===== src/rtl/function_select_debouncer.sv =====
// Seven-switch input stage: two-flop synchronizer, debounce FSM with commit lock,
// and one-hot validation decode feeding the function-code encoder.
module function_select_debouncer #(
    parameter int unsigned DEBOUNCE_CYCLES = 16
) (
    input  logic       clk,
    input  logic       rst,
    input  logic [6:0] sw,
    input  logic       lock,
    output logic       A,
    output logic       B,
    output logic       C,
    output logic       D,
    output logic       E,
    output logic       F,
    output logic       G,
    output logic       valid,
    output logic       err,
    output logic       changed
);

    localparam int unsigned CW = (DEBOUNCE_CYCLES > 1) ? $clog2(DEBOUNCE_CYCLES) : 1;
    localparam logic [CW-1:0] CNT_MAX = CW'(DEBOUNCE_CYCLES - 1);

    typedef enum logic {
        IDLE,
        SETTLING
    } state_t;

    state_t        state, state_n;
    logic [6:0]    sync1, sync2;
    logic [6:0]    cand, cand_n;
    logic [6:0]    stable, stable_n;
    logic [CW-1:0] cnt, cnt_n;
    logic          changed_q, changed_n;
    logic [6:0]    sel;

    always_ff @(posedge clk or posedge rst) begin
        if (rst) begin
            sync1     <= '0;
            sync2     <= '0;
            cand      <= '0;
            stable    <= '0;
            cnt       <= '0;
            state     <= IDLE;
            changed_q <= 1'b0;
        end else begin
            sync1     <= sw;
            sync2     <= sync1;
            cand      <= cand_n;
            stable    <= stable_n;
            cnt       <= cnt_n;
            state     <= state_n;
            changed_q <= changed_n;
        end
    end

    always_comb begin
        cand_n    = cand;
        stable_n  = stable;
        cnt_n     = cnt;
        state_n   = state;
        changed_n = 1'b0;
        if (sync2 != cand) begin
            cand_n  = sync2;
            cnt_n   = '0;
            state_n = SETTLING;
        end else if (state == SETTLING) begin
            if (cnt < CNT_MAX) begin
                cnt_n = cnt + 1'b1;
            end else if (!lock) begin
                // Counter stays saturated while locked, so release commits at once.
                stable_n  = cand;
                state_n   = IDLE;
                changed_n = (cand != stable);
            end
        end
    end

    always_comb begin
        sel   = '0;
        valid = 1'b0;
        err   = 1'b0;
        if ($countones(stable) == 1) begin
            sel   = stable;
            valid = 1'b1;
        end else if (stable != '0) begin
            err = 1'b1;
        end
    end

    assign {A, B, C, D, E, F, G} = sel;
    assign changed = changed_q;

endmodule


===== config.mk =====
export PLATFORM = sky130hd
export DESIGN_NAME = function_select_debouncer
export DESIGN_NICKNAME = d
export VERILOG_FILES = /design/src/rtl/function_select_debouncer.sv
export SDC_FILE = /design/constraint.sdc
export NUM_CORES = 1
export LEC_CHECK = 0
export ABC_AREA = 1
export CORE_AREA = 8 8 70 72
export DETAILED_ROUTE_END_ITERATION = 16
export DIE_AREA = 0 0 78 80
export PLACE_DENSITY_LB_ADDON = 0.3
export SLEW_MARGIN = 25
export SYNTH_ARGS = -nofsm -noshare
export SYNTH_HDL_FRONTEND = slang
export SYNTH_SLANG_ARGS = --single-unit

===== constraint.sdc =====
create_clock -name clk -period 3.7 [get_ports clk]
set_clock_uncertainty 0.1 [all_clocks]
set_input_delay 0.555 -clock clk [delete_from_list [all_inputs] [get_ports clk]]
set_output_delay 0.555 -clock clk [all_outputs]
set_load 0.01 [all_outputs]

# [Word-level counts from Yosys, hierarchy flattened]
# Cells that the tools add are included.
[op_classes] addsub=7 multipliers=0 n_div=0 order_cmp=1 n_eq_ne=3 shifts=0 mux=15 n_bitwise=3 reduce_logical=5
[ops] op="7-bit inequality test" n=2
[ops] op="4-bit 2-to-1 mux" n=3
[ops] op="1-bit 2-to-1 mux" n=11
[ops] op="7-bit 2-to-1 mux" n=1
[ops] op="7-bit nonzero test" n=1
[ops] op="1-bit by 1-bit adder with 2-bit output" n=3
[ops] op="3-bit by 3-bit adder with 4-bit output" n=1
[ops] op="4-bit by 1-bit adder with 4-bit output, second input constant" n=1
[ops] op="4-bit by 1-bit equality test with 1-bit output, second input constant" n=1
[ops] op="4-bit less-than comparator, second input constant" n=1
[ops] op="4-bit AND reduction" n=1
[ops] op="2-bit nonzero test" n=2
[ops] op="2-bit by 1-bit adder with 3-bit output" n=1
[ops] op="2-bit by 2-bit adder with 3-bit output" n=1
[ops] op="1-bit inverter" n=3
[ops] op="2-bit AND reduction" n=1
[totals] regBits=34 latchBits=0 ramBits=0 romBits=0 input_bits=10 output_inout_bits=10 n_memories=0

# [Depth between registers and ports, before layout]
[logic_depth] word_depth=5 depth_mapped=9 mapped_depth_nobuf=9

# [Worst setup path before layout]
# Ideal clock, no wire load.
[synth_path] path_kind="register to output" startpoint="reg stable[0]" endpoint="out A" arrival_time_ns=3.055 required_time_ns=3.045 path_slack_ns=-0.010 path_stages_with_launch=10 path_cell_list="dfrtp_1 inv_1 fa_1 fa_1 inv_1 fa_1 fa_1 nor3_1 inv_1 nor2_1"
[synth_via] elab_chain_cells=5
[synth_rtl] item="start, declared" line_no="33" rtl="logic [6:0] stable, stable_n;"
[synth_rtl] item="start signal, assigned" line_no="51" rtl="stable <= stable_n;"
[synth_rtl] item="1-bit by 1-bit adder with 2-bit output (not written as such)" line_no="84" rtl="if ($countones(stable) == 1) begin"
[synth_rtl] item="2-bit by 2-bit adder with 3-bit output (not written as such)" line_no="84"
[synth_rtl] item="3-bit by 3-bit adder with 4-bit output (not written as such)" line_no="84"
[synth_rtl] item="4-bit by 1-bit equality test with 1-bit output" line_no="84"
[synth_rtl] item="7-bit 2-to-1 mux" line_no="84"
[synth_rtl] item="end, declared" line_no="10" rtl="output logic A,"
# Every way passes these cells.

# [Final worst setup path]
[layout_path] startpoint="reg stable[0]" endpoint="out G"
[layout_via] elab_chain_cells=5
[layout_rtl] item="1-bit by 1-bit adder with 2-bit output (not written as such)" line_no="84"
[layout_rtl] item="2-bit by 2-bit adder with 3-bit output (not written as such)" line_no="84"
[layout_rtl] item="3-bit by 3-bit adder with 4-bit output (not written as such)" line_no="84"
[layout_rtl] item="4-bit by 1-bit equality test with 1-bit output" line_no="84"
[layout_rtl] item="7-bit 2-to-1 mux *" line_no="84"
[layout_rtl] item="end, declared" line_no="16" rtl="output logic G,"
# Mark *: on every way between the ends. The rest lies on a longest branch, timed or not.

==> results.json <==
{
  "route.layer.met1.wl_um": 1349,
  "critical-path-top-delay-family": "adder cells",
  "clk_latency_ps": 280,
  "grt_overflow_total": 0,
  "rsz0062_at_grt": "true",
  "grt_pass1_wl_um": 5720,
  "drv_slew": 0,
  "clkSinkCount": 34,
  "wl_met3_um": 171,
  "cts_hold_buf": 0,
  "p_sw_share_pct": 21.54,
  "clkPwrFrac_pct": 37.6,
  "gp_congestion": 0.7485,
  "vias": 1226,
  "maxCapViolations": 0,
  "syn_area_per_cell_um2": 9.259,
  "initial_core_util_pct": 42.02,
  "io_pins": 20,
  "rows": 23,
  "netlist_area_um2": 1620,
  "cts_inserted_buffers": 5,
  "drive_above_1_share_pct": 25.93,
  "first_iter_violations": 30,
  "critPathArrivalTime_ps": 3170,
  "highest_layer": "met4",
  "clockRootBuffer": "clkbuf_8",
  "status": "complete, but fails checks",
  "seqPwrFrac_pct": 56.5,
  "violations": "setup timing",
  "setup_ws_ps": -123.6,
  "cp.required_ps": 3040,
  "path_max_fanout": 7,
  "antennaDiodeCount": 0,
  "synth_cell_types": 23,
  "power.density_cell_area_nw_per_um2": 333.5,
  "tightest_slew_ps": 645.1,
  "p_comb_share_pct": 5.9,
  "die-height_um": 80,
  "crit_chain": "inv_2, fa_1, fa_1, inv_1, fa_2, fa_1, nor3_2, buf_4, inv_4, nor2_1, buf_2",
  "htreeDepth": 2,
  "hpwl_um": 2240,
  "max-clock-path-buffers": 2,
  "die-area_um2": 6240,
  "cts_tree": "built",
  "vdd_ir_drop_max_uv": 239.3,
  "synth_cells": 175,
  "relSlewSlack_pct": 56.94,
  "netlist_top_cells_count": "nand2_1 (45), dfrtp_1 (34), inv_1 (29)",
  "start_kind": "register",
  "yosysMostFrequentCell": "nand2_1",
  "pre_cts_ws_ps": -245.8,
  "viasPerCell": 4.609,
  "crit_path_end_kind": "output pin",
  "synth-edff-count": 0,
  "core_um2": 3856,
  "fin_nets": 233,
  "leakage_nw": 1.088,
  "ys.flop_type": "dfrtp_1",
  "crit_top_cell": "fa_1",
  "hold_viol": 0,
  "timing.fmax_ghz": 0.2615,
  "cpPeakStageDelay_ps": 490,
  "synth_seq_area_share_pct": 52.51,
  "critical_path_class": "reg2out",
  "area_growth_syn_to_layout_pct": 28.80,
  "synth_top_cell_by_area": "dfrtp_1",
  "p_int_w": 0.0005461,
  "wl_um": 3187,
  "drc": 0,
  "synth_top_area_share_pct": 52.51,
  "antenna_found_initial": 0,
  "yosys_warnings": 0,
  "layoutNonFillerInstCount": 266,
  "ys_ff_latch": 34,
  "critPathSlowestCell": "fa_1",
  "clkTransAtPathRegs_ps": 60,
  "syn_nets": 191,
  "fin_crit_ps": 3824,
  "grt_max_degree": 19,
  "route.met2.wl_um": 1571,
  "power_w": 0.0006960,
  "fin_crit_sh_pct": 103.3,
  "ant_nets": 0,
  "hold_path.class": "reg2reg",
  "wire_per_inst_um": 11.98,
  "finalSetupViolations": 8,
  "switchingPower_w": 0.0001499,
  "port_buffers": 19,
  "first_pass_iters": 4,
  "async_flop_share_pct": 100.0,
  "grt_pass1_vias": 1278,
  "placed_cells": 243,
  "utilization_pct": 54.12,
  "crit_buf_inv": 5,
  "die_x_um": 78,
  "grt_usage_pct": 11.51,
  "synthTopCellsByArea": "dfrtp_1 (53%), nand2_1 (10%), inv_1 (6.7%)"
}
[cell families (layout without fill, tap and decap cells)]
| group | after synthesis | after routing | share of synthesized area (%) |
|---|---|---|---|
| and+or+nand+nor | 80 | 80 | 23.09 |
| buffers and inverters | 39 | 80 | 9.961 |
| AOI/OAI and AO/OA | 6 | 6 | 2.548 |
| adders and majority gates | 6 | 6 | 6.486 |
| xor gates and xnor gates | 10 | 10 | 5.406 |
| DFF | 34 | 34 | 52.51 |
[worst reg2reg max path: cells and delay by family (launching register included)]
| family | cells | cell delay, ps |
|---|---|---|
| adder cells (fa/ha/maj) | 1 | 200 |
| buffers and inverters | 1 | 340 |
| flip-flops | 1 | 390 |
| AND/OR/NAND/NOR | 4 | 630 |
[sequential cells by signal, summed over array words and instances, names as in the netlist]
signal / cells
cand: 7
state: 1
sync1: 7
cnt: 4
sync2: 7
changed: 1
stable: 7
[layer usage]
| metal | global-route usage (%) | vias to the layer above |
|---|---|---|
| met3 | 4.392 | 9 |
| li1 | - | 621 |
| met4 | 5.741 | 0 |
| met2 | 18.38 | 29 |
| met5 | 0 | - |
| met1 | 13.27 | 567 |
[placed cells by master, fill, tap and decap left out]
cell type / count
nor4_1: 1
nand4_2: 1
nand2_1: 45
nor3_2: 1
nor3_1: 1
dfrtp_1: 34
clkdlybuf4s50_1: 10
nor2_2: 3
nor2_4: 2
inv_2: 4
nand3_1: 3
fa_1: 3
a31oi_1: 1
xor2_1: 3
nand2_2: 1
buf_6: 2
xnor2_1: 7
inv_1: 25
buf_2: 8
nand4_1: 12
nor2_1: 9
o211ai_1: 4
clkbuf_8: 6
inv_4: 1
o21ai_0: 1
buf_4: 24
ha_1: 1
ha_4: 1
fa_2: 1
nand3_2: 1
[per-stage QoR]
| step | hold slack [ps] | instance area (um2) | TNS [ps] |
|---|---|---|---|
| detailed placement | 234.7 | 1889 | -1918 |
| global route | 255.5 | 2087 | -1859 |
| finish | 247.4 | 2087 | -697.3 |
| CTS | 248.8 | 2066 | -250.0 |
| global placement | 232.7 | 1889 | -1082 |
| floorplan | 231.2 | 1625 | 0 |
[path summary, 6_finish.rpt]
| path | end | cells past startpoint | start | slack, ps |
|---|---|---|---|---|
| hold / removal | sync2[3] | 0 | sync1[3] | 250 |
| max in group asynchronous | sync1[0] | 3 | rst | 2280 |
| hold reg to reg | sync2[3] | 0 | sync1[3] | 250 |
| setup / recovery | G | 11 | stable[0] | -120 |
| min in group asynchronous | stable[0] | 2 | rst | 560 |
| setup reg to reg | stable[5] | 6 | cnt[0] | 1930 |
[power groups by stage]
stage / clock [W] / combinational, W / sequential [W]
floorplan: 0 / 0.0000292 / 0.000398
global placement: 0 / 0.0000415 / 0.000399
detailed placement: 0 / 0.0000426 / 0.000400
CTS: 0.000271 / 0.0000426 / 0.000393
global route: 0.000288 / 0.0000480 / 0.000395
finish: 0.000261 / 0.0000414 / 0.000393
[area by class of cell]
class | count | area, um2
fill | 359 | 1769
sequential | 34 | 850.8
multi-input combinational | 102 | 633.1
timing repair buffer | 44 | 342.8
inverter | 30 | 115.1
clock buffer | 6 | 82.58
tap | 50 | 62.56
[timing repair]
| action | 4_1_cts | 5_1_grt |
|---|---|---|
| buffers inserted | 17 | 2 |
| endpoints found under the hold margin | 0 | 0 |
| pin swaps | 6 | 5 |
| resized for setup | 41 | 7 |
| endpoints found under the setup margin | 9 | 9 |
| cloned | 0 | 0 |
(Power assumes the default switching activity.)
